<file path="config.mk">
export PLATFORM = sky130hd
export DESIGN_NAME = user_ram_bridge
export DESIGN_NICKNAME = d
export VERILOG_FILES = /design/src/rtl/user_ram_bridge_pkg.sv /design/src/rtl/user_ram_byte_merge.sv /design/src/rtl/user_ram_bridge.sv
export SDC_FILE = /design/constraint.sdc
export NUM_CORES = 1
export LEC_CHECK = 0
export CORE_ASPECT_RATIO = 1.5
export CORE_MARGIN = 2
export CORE_UTILIZATION = 50
export DETAILED_ROUTE_END_ITERATION = 16
export GPL_ROUTABILITY_DRIVEN = 0
export PLACE_DENSITY = 0.84
export SLEW_MARGIN = 20
export SYNTH_ARGS = -nofsm -noshare
export SYNTH_HDL_FRONTEND = slang
export SYNTH_SLANG_ARGS = --single-unit
</file>
<file path="constraint.sdc">
create_clock -name clk_i -period 4.35 [get_ports clk_i]
set_input_delay 0.87 -clock clk_i [delete_from_list [all_inputs] [get_ports clk_i]]
set_output_delay 0.87 -clock clk_i [all_outputs]
set_load 0.005 [all_outputs]
</file>
<file path="src/rtl/user_ram_bridge_pkg.sv">
// Shared types and constants for the CPU-to-user-RAM bridge.
// Latency: none (declarations only).
// Backpressure: none (declarations only).
package user_ram_bridge_pkg;

  // Transaction sequencer states.
  typedef enum logic [2:0] {
    ST_IDLE   = 3'd0,
    ST_RD_ISS = 3'd1,
    ST_RD_CAP = 3'd2,
    ST_MW_ISS = 3'd3,
    ST_MW_CAP = 3'd4,
    ST_WR     = 3'd5,
    ST_RESP   = 3'd6
  } state_e;

  // Byte-strobe patterns that select the read and full-write paths.
  localparam logic [3:0] STRB_NONE = 4'b0000;
  localparam logic [3:0] STRB_FULL = 4'b1111;

  // RAM read data appears this many cycles after the read enable rises.
  localparam int RAM_RD_LAT = 1;

  // States in which the RAM read enable is asserted.
  function automatic logic is_rd_state(input state_e s);
    return (s == ST_RD_ISS) || (s == ST_RD_CAP) ||
           (s == ST_MW_ISS) || (s == ST_MW_CAP);
  endfunction

endpackage

</file>
<file path="src/rtl/user_ram_byte_merge.sv">
// Byte-lane merge of new write data over an old RAM word.
// Latency: combinational.
// Backpressure: none.
module user_ram_byte_merge (
  input  logic [31:0] old_i,
  input  logic [31:0] new_i,
  input  logic [3:0]  strb_i,
  output logic [31:0] merged_o
);

  // Each lane takes the new byte where its strobe is set, else keeps the old byte.
  always_comb begin
    merged_o = old_i;
    for (int k = 0; k < 4; k++) begin
      if (strb_i[k]) begin
        merged_o[8*k +: 8] = new_i[8*k +: 8];
      end
    end
  end

endmodule

</file>
<file path="src/rtl/user_ram_bridge.sv">
// CPU native-bus slave for the word-only user RAM; sub-word stores via read-modify-write.
// Latency: ready 3 cycles after hit for reads, 2 for full writes, 4 for partial writes.
// Backpressure: one request in flight; a new request is accepted only in IDLE.
module user_ram_bridge
  import user_ram_bridge_pkg::*;
#(
  parameter int          ADDR_BIT  = 8,
  parameter logic [31:0] BASE_ADDR = 32'h0200_0000
) (
  input  logic                clk_i,
  input  logic                rst_i,
  input  logic                mem_valid_i,
  input  logic [31:0]         mem_addr_i,
  input  logic [31:0]         mem_wdata_i,
  input  logic [3:0]          mem_wstrb_i,
  output logic                mem_ready_o,
  output logic [31:0]         mem_rdata_o,
  output logic                ram_wr_en_o,
  output logic                ram_rd_en_o,
  output logic [ADDR_BIT-1:0] ram_addr_o,
  output logic [31:0]         ram_di_o,
  input  logic [31:0]         ram_do_i,
  output logic                busy_o
);

  state_e              state_q;
  logic [ADDR_BIT-1:0] addr_q;
  logic [31:0]         wdata_q;
  logic [3:0]          wstrb_q;
  logic [31:0]         di_q;
  logic [31:0]         rdata_q;
  logic [31:0]         merged;
  logic                hit;

  // The RAM is word-addressed, so the byte offset carries no information here.
  logic unused_addr_lsb;
  assign unused_addr_lsb = ^mem_addr_i[1:0];

  // Address window decode; only upper bits are compared since the window is aligned.
  assign hit = mem_valid_i && (mem_addr_i[31:ADDR_BIT+2] == BASE_ADDR[31:ADDR_BIT+2]);

  // Old word comes straight from the RAM during MW_CAP, new bytes from the latched request.
  user_ram_byte_merge u_merge (
    .old_i    (ram_do_i),
    .new_i    (wdata_q),
    .strb_i   (wstrb_q),
    .merged_o (merged)
  );

  // Sequencer: latches the request on a hit and walks the read / write / RMW paths.
  always_ff @(posedge clk_i or negedge rst_i) begin
    if (!rst_i) begin
      state_q <= ST_IDLE;
      addr_q  <= '0;
      wdata_q <= '0;
      wstrb_q <= '0;
      di_q    <= '0;
      rdata_q <= '0;
    end else begin
      case (state_q)
        ST_IDLE: begin
          if (hit) begin
            addr_q  <= mem_addr_i[ADDR_BIT+1:2];
            wdata_q <= mem_wdata_i;
            wstrb_q <= mem_wstrb_i;
            // Full writes go out as-is; partial writes overwrite this after the merge.
            di_q    <= mem_wdata_i;
            if (mem_wstrb_i == STRB_NONE) begin
              state_q <= ST_RD_ISS;
            end else if (mem_wstrb_i == STRB_FULL) begin
              state_q <= ST_WR;
            end else begin
              state_q <= ST_MW_ISS;
            end
          end
        end
        ST_RD_ISS: state_q <= ST_RD_CAP;
        ST_RD_CAP: begin
          rdata_q <= ram_do_i;
          state_q <= ST_RESP;
        end
        ST_MW_ISS: state_q <= ST_MW_CAP;
        ST_MW_CAP: begin
          di_q    <= merged;
          state_q <= ST_WR;
        end
        ST_WR:   state_q <= ST_RESP;
        ST_RESP: state_q <= ST_IDLE;
        default: state_q <= ST_IDLE;
      endcase
    end
  end

  // Enables and handshake are pure state decodes, so they cannot overlap or glitch on inputs.
  assign ram_rd_en_o = is_rd_state(state_q);
  assign ram_wr_en_o = (state_q == ST_WR);
  assign mem_ready_o = (state_q == ST_RESP);
  assign busy_o      = (state_q != ST_IDLE);
  assign ram_addr_o  = addr_q;
  assign ram_di_o    = di_q;
  assign mem_rdata_o = rdata_q;

endmodule

</file>
==> results.ini, run 1 <==
[finish]
layout.cells.non_filler = 760
layout.nets = 714
final_layout_size_suffix_gt1_share_pct = 16.88
post-route-util_pct = 71.80
fillers = 783
area_growth_syn_to_layout_pct = 40.22
diodes = 0

[floorplan]
ios = 179
start_util_pct = 51.21
rows = 46
die_area_um2 = 11710
coreArea_um2 = 10590
die_height_um = 131.5
die_w_um = 89.03

[routing]
routed_wl_mm = 16.58
drt-initial-drc-count = 391
dr.pass1.iters = 5
wl_per_cell_um = 21.81
vias_per_cell = 6.097
via_count = 4634
ant_nets = 0
drc = 0

[setup_path]
r2r_slack_ns = 1.86
crit_required_ns = 4.59
rr_startpoint = state_q[2]$_DFFE_PN0P_
cp-startpoint = mem_addr_i[10]
cp_slowest_cell = nor3_4
critPathMaxFanout = 17
startpoint_type = input pin
slowest_delay_ns = 0.60
worstPathArrival_ns = 3.44
cp-end-kind = flop
path_class = input pin to flop
crit_chain = clkdlybuf4s50_1 -> nor4b_1 -> nand4_1 -> nor3_4 -> buf_4 -> mux2_2

[global_routing]
grt_usage_pct = 28.85
grt_pass1_wl_mm = 25.99
grt_pass1_vias = 4935
grt_overflow = 0
antenna_found_initial = 0
grt_max_degree = 72

[synth]
synth.avg_cell_area_um2 = 12.00
ys_ff_latch = 111
ys_warn_count = 0
yosys-top-cells-area = dfrtp_1 51%, mux2_2 14%, mux2_1 8.3%
synth_area_leader_cell = dfrtp_1
ys_types = 30
syn_area_um2 = 5423
synth.yosys.seq_area_share_pct = 51.22
synth.net_count = 555
synth_top_area_share_pct = 51.22
syn_inst = 452

[pwr]
total_power_uw = 4374
seqPwrFrac_pct = 36.5
p_leak_uw = 0.003165
comb_power_share_pct = 44.6
p_clk_share_pct = 18.8
p_per_area_nw_per_um2 = 575.3
vdd_drop_max_mv = 0.4808
p_sw_uw = 1476
internal_power_uw = 2899
switching_share_pct = 33.73

[hold_path]
hold_start = wdata_q[28]$_DFFE_PN0P_
holdCritPathClass = flop to flop

[cts]
clkTransAtPathRegs_ns = 0.07
htreeDepth = 3
root_buffer = clkbuf_16
clock_latency_ns = 0.35
cts_buffers = 9
post_cts_buffers = 0
cts_max_path_buffers = 2
cts_tree = done
hold_buffers = 0
clock-sinks = 111
cts_resized = 0

[timing]
setup_viol = 0
timing.setup.tns_ns = 0
rsz0062_at_grt = no
slew_viol_final = 0
max_slew_margin_pct = 38.62
report.final.hold_viol_count = 0
skew_ns = 0.004845
worstMarginPinSlew_ns = 0.9208
fmax_ghz = 0.3125
fin_crit_sh_pct = 73.57
finalCriticalPeriod_ns = 3.200

[flow_run]
maxCapViolCount = 0

[placement]
numPortBuffers = 176
post-dp-hpwl_mm = 11.32
dp.cells = 744

[status]
status = finished, final reports clean

[cell usage in the layout, fill, tap and decap left out, drive strengths merged]
master	n
buf	16
nor3	2
a41oi	1
o211ai	32
nor2b	32
clkinvlp	1
clkinv	5
clkbuf	10
and4	1
nor4	3
a22oi	32
or2	1
dfrtp	111
o31ai	1
nor2	5
nor4b	2
bufinv	1
nor3b	2
and2	1
xnor2	1
or4	1
a311oi	1
mux2	108
nand2b	1
nand4	34
clkdlybuf4s50	175
nand3	32
a21oi	2
nand2	2
[kinds of logic (layout without fill, tap and decap cells)]
| logic type | after synthesis | count (layout) | synth area share, % |
|---|---|---|---|
| compound gates | 69 | 69 | 9.506 |
| xor+xnor | 1 | 1 | 0.1615 |
| buf+inv | 44 | 208 | 3.599 |
| flops | 111 | 111 | 51.22 |
| mux | 108 | 108 | 22.43 |
| simple gates | 119 | 119 | 13.08 |
[through the flow]
stage / setup slack, ns / hold slack (ns) / area (um2)
finish: 1.150 / 0.4861 / 7604
global route: 0.9368 / 0.5037 / 7604
CTS: 1.146 / 0.4883 / 7604
detailed placement: 0.8038 / 0.4711 / 7313
global placement: 0.8847 / 0.4609 / 7313
floorplan: 1.836 / 0.4522 / 5423
[sequential cells by signal (all words and copies together) (netlist names)]
register	cells
state_q	3
wdata_q	32
wstrb_q	4
ram_addr_o	8
ram_di_o	32
mem_rdata_o	32
[Yosys cell counts]
library cell,instances
nor2b_1,32
nor3_4,1
nand4_1,34
clkinv_1,1
a21oi_1,2
and4_1,1
o31ai_1,1
nor2_1,4
clkbuf_1,33
buf_1,6
nor3b_1,2
mux2_1,40
a22oi_1,32
nand2_1,2
or4_1,1
a311oi_1,1
nand3_1,32
nor3_1,1
nor4_1,3
buf_6,4
o211ai_1,32
and2_1,1
xnor2_1,1
or2_2,1
nor2_2,1
mux2_2,68
nand2b_1,1
nor4b_1,2
a41oi_1,1
dfrtp_1,111
[worst paths after layout]
kind,end,cells past startpoint
worst max-delay path,wdata_q[15]$_DFFE_PN0P_,6
worst min-delay path,wdata_q[28]$_DFFE_PN0P_,1
worst max register to register,ram_di_o[13]$_DFFE_PN0P_,5
worst min register to register,wdata_q[28]$_DFFE_PN0P_,1
max in group asynchronous,mem_rdata_o[3]$_DFFE_PN0P_,2
min in group asynchronous,wdata_q[2]$_DFFE_PN0P_,1
[metal layers]
metal / up-vias / routed length [um] / part of all wire [%] / global-route usage [%]
li1: 2026 / - / - / -
met5: - / 0 / 0 / 0
met1: 2315 / 6302 / 38 / 35.66
met3: 38 / 1048 / 6.3 / 4.711
met2: 255 / 8689 / 52 / 49.34
met4: 0 / 537 / 3.2 / 11.19
[worst max-delay path: cells and delay by family]
| kind | cells | cell delay [ns] |
|---|---|---|
| simple gates | 3 | 1.38 |
| buf+inv | 2 | 0.82 |
| mux | 1 | 0.37 |
[power by group through the flow]
stage / sequential [uW] / clock, uW / combinational, uW
after floorplan: 1600 / 0 / 872
after global placement: 1590 / 0 / 1870
after detailed placement: 1610 / 0 / 1940
after CTS: 1600 / 834 / 1950
after global routing: 1640 / 868 / 2090
final: 1600 / 824 / 1950
[area by class of cell]
type | count | area, um2 | area share, %
clock inverters | 6 | 61.31 | 0.8063
multi-input cells | 297 | 2467 | 32.45
clock buffers | 10 | 229.0 | 3.011
repair buffers | 191 | 1884 | 24.78
inverters | 1 | 3.754 | 0.04937
well taps | 144 | 180.2 | 2.370
flip-flops and latches | 111 | 2778 | 36.53
(Power assumes the default switching activity.)
==> inputs of run 2 (changes only) <==
- CORE_UTILIZATION: 50 -> 42
- PLACE_DENSITY: 0.84 -> 0.75
- clock period: 4.35 -> 2.8 ns (I/O delays scaled with it)
==> results.ini, run 2 (synthesis gave the netlist of run 1 again) <==
[setup_path]
rr_startpoint = state_q[1]$_DFFE_PN0P_
r2r_slack_ns = 0.64  ; -1.22 ns
crit_required_ns = 2.24  ; -2.35 ns
cp-startpoint = state_q[1]$_DFFE_PN0P_
reg2regPathDepth = 5  ; unchanged
critPathMaxFanout = 16  ; -1
startpoint_type = flop
r2r_end = wdata_q[0]$_DFFE_PN0P_
cp-end-kind = output pin
path_class = flop to output pin
worstPathArrival_ns = 1.98  ; -1.46 ns

[cts]
post_cts_buffers = 0  ; unchanged
cts_buffers = 9  ; unchanged
clock_latency_ns = 0.34  ; about the same
htreeDepth = 3  ; unchanged
hold_buffers = 0  ; unchanged
clock-sinks = 111  ; unchanged
cts_max_path_buffers = 2  ; unchanged
cts_resized = 0  ; unchanged
clkTransAtPathRegs_ns = 0.07  ; about the same
root_buffer = clkbuf_16
cts_tree = done

[flow_run]
maxCapViolCount = 0  ; unchanged

[routing]
vias_per_cell = 5.855  ; -4.0%
routed_wl_mm = 16.26  ; -1.9%
wl_per_cell_um = 20.93  ; -4.1%
drc = 0  ; unchanged
via_count = 4549  ; -1.8%
drt-initial-drc-count = 237  ; -39%
dr.pass1.iters = 4  ; -1
ant_nets = 0  ; unchanged

[floorplan]
coreArea_um2 = 12570  ; +19%
die_height_um = 143.2  ; +8.8%
die_w_um = 96.78  ; +8.7%
start_util_pct = 43.12  ; -8.1 points
rows = 50  ; +8.7%
die_area_um2 = 13850  ; +18%
ios = 179  ; unchanged

[placement]
post-dp-hpwl_mm = 11.52  ; +1.7%
numPortBuffers = 176  ; unchanged

[pwr]
seqPwrFrac_pct = 37.1  ; +0.6 points
total_power_uw = 6730  ; +54%
p_per_area_nw_per_um2 = 876.2  ; +52%
p_sw_uw = 2268  ; +54%
p_clk_share_pct = 17.9  ; -0.9 points
internal_power_uw = 4462  ; +54%
comb_power_share_pct = 45.1  ; +0.5 points
vdd_drop_max_mv = 0.5346  ; +11%
switching_share_pct = 33.70  ; -0.034 points
p_leak_uw = 0.003192  ; +0.85%

[timing]
finalCriticalPeriod_ns = 2.545
fin_crit_sh_pct = 90.88
worstMarginPinSlew_ns = 0.8112  ; -0.1096 ns
report.final.hold_viol_count = 0  ; unchanged
rsz0062_at_grt = no
slew_viol_final = 0  ; unchanged
skew_ns = 0.005082  ; +0.0002375 ns
fmax_ghz = 0.3930
max_slew_margin_pct = 45.92  ; +7.3 points
timing.setup.tns_ns = 0  ; unchanged
setup_viol = 0  ; unchanged

[finish]
seq_area_um2 = 2778  ; unchanged
fillers = 1018  ; +30%
area_growth_syn_to_layout_pct = 41.65
layout.nets = 719  ; +0.70%
final_layout_size_suffix_gt1_share_pct = 17.71  ; +0.83 points
final_common_cell = clkdlybuf4s50_1
post-route-util_pct = 61.08  ; -11 points
multi_input_area_um2 = 2469  ; about the same
diodes = 0  ; unchanged
mostFrequentLayoutCells = 175 x clkdlybuf4s50_1, 111 x dfrtp_1, 68 x mux2_2

[global_routing]
grt_usage_pct = 23.86  ; -5.0 points
grt_pass1_wl_mm = 26.30  ; +1.2%
grt_pass1_vias = 5075  ; +2.8%
grt_overflow = 0  ; unchanged
antenna_found_initial = 0  ; unchanged
grt_max_degree = 53  ; -26%

[status]
status = finished, final reports clean

[hold_path]
holdCritPathClass = input pin to async pin

==> run 2: worst max-delay path by stage <==
stage | to | slack, ns | depth (start not counted)
after floorplan | ram_addr_o[0]$_DFFE_PN0P_ | 0.60 | 5
after global placement | ram_addr_o[1]$_DFFE_PN0P_ | 0.08 | 6
after detailed placement | wdata_q[0]$_DFFE_PN0P_ | 0.04 | 6
after CTS | ram_rd_en_o | 0.25 | 3
after global routing | ram_rd_en_o | 0.17 | 3
final | ram_rd_en_o | 0.26 | 3
==> run 2: layout make-up <==
cell class                 instances  share of cell area, %
sequential                       111                  36.16
multi-input combinational        297                  32.14
timing repair buffer             196                  25.51
clock buffer                      11                  3.160
tap                              156                  2.541
clock inverter                     5                 0.4398
inverter                           1                0.04887
==> run 2: power groups by stage <==
stage	Clock, uW	Sequential [uW]	Combinational (uW)
after CTS	1230	2500	3060
after global routing	1310	2560	3280
final	1200	2490	3030
after global placement	0	2480	2960
after floorplan	0	2480	1350
after detailed placement	0	2520	3050
==> run 2: critical path: stages (launching register included) <==
cell             delay, ns
dfrtp_1               0.48
nor2_4                0.42
xnor2_1               0.17
clkdlybuf4s50_1       0.58
==> run 2: through the flow <==
step	setup slack (ns)	std cells	hold slack (ns)	cell area [um2]
finish	0.2555	777	0.2683	7681
CTS	0.2541	777	0.2896	7681
floorplan	0.5956	452	0.2644	5423
global route	0.1682	777	0.3210	7681
global placement	0.08491	761	0.4607	7405
detailed placement	0.04353	761	0.4684	7405
==> run 2: per-layer routing <==
metal  track usage [%]  wire [um]  vias to the layer above
met3             3.867        730                       24
met4             11.05        419                        0
met1             27.38       6330                     2318
met2             43.42       8780                      177
met5                 0          0                        -
li1                  -          -                     2030
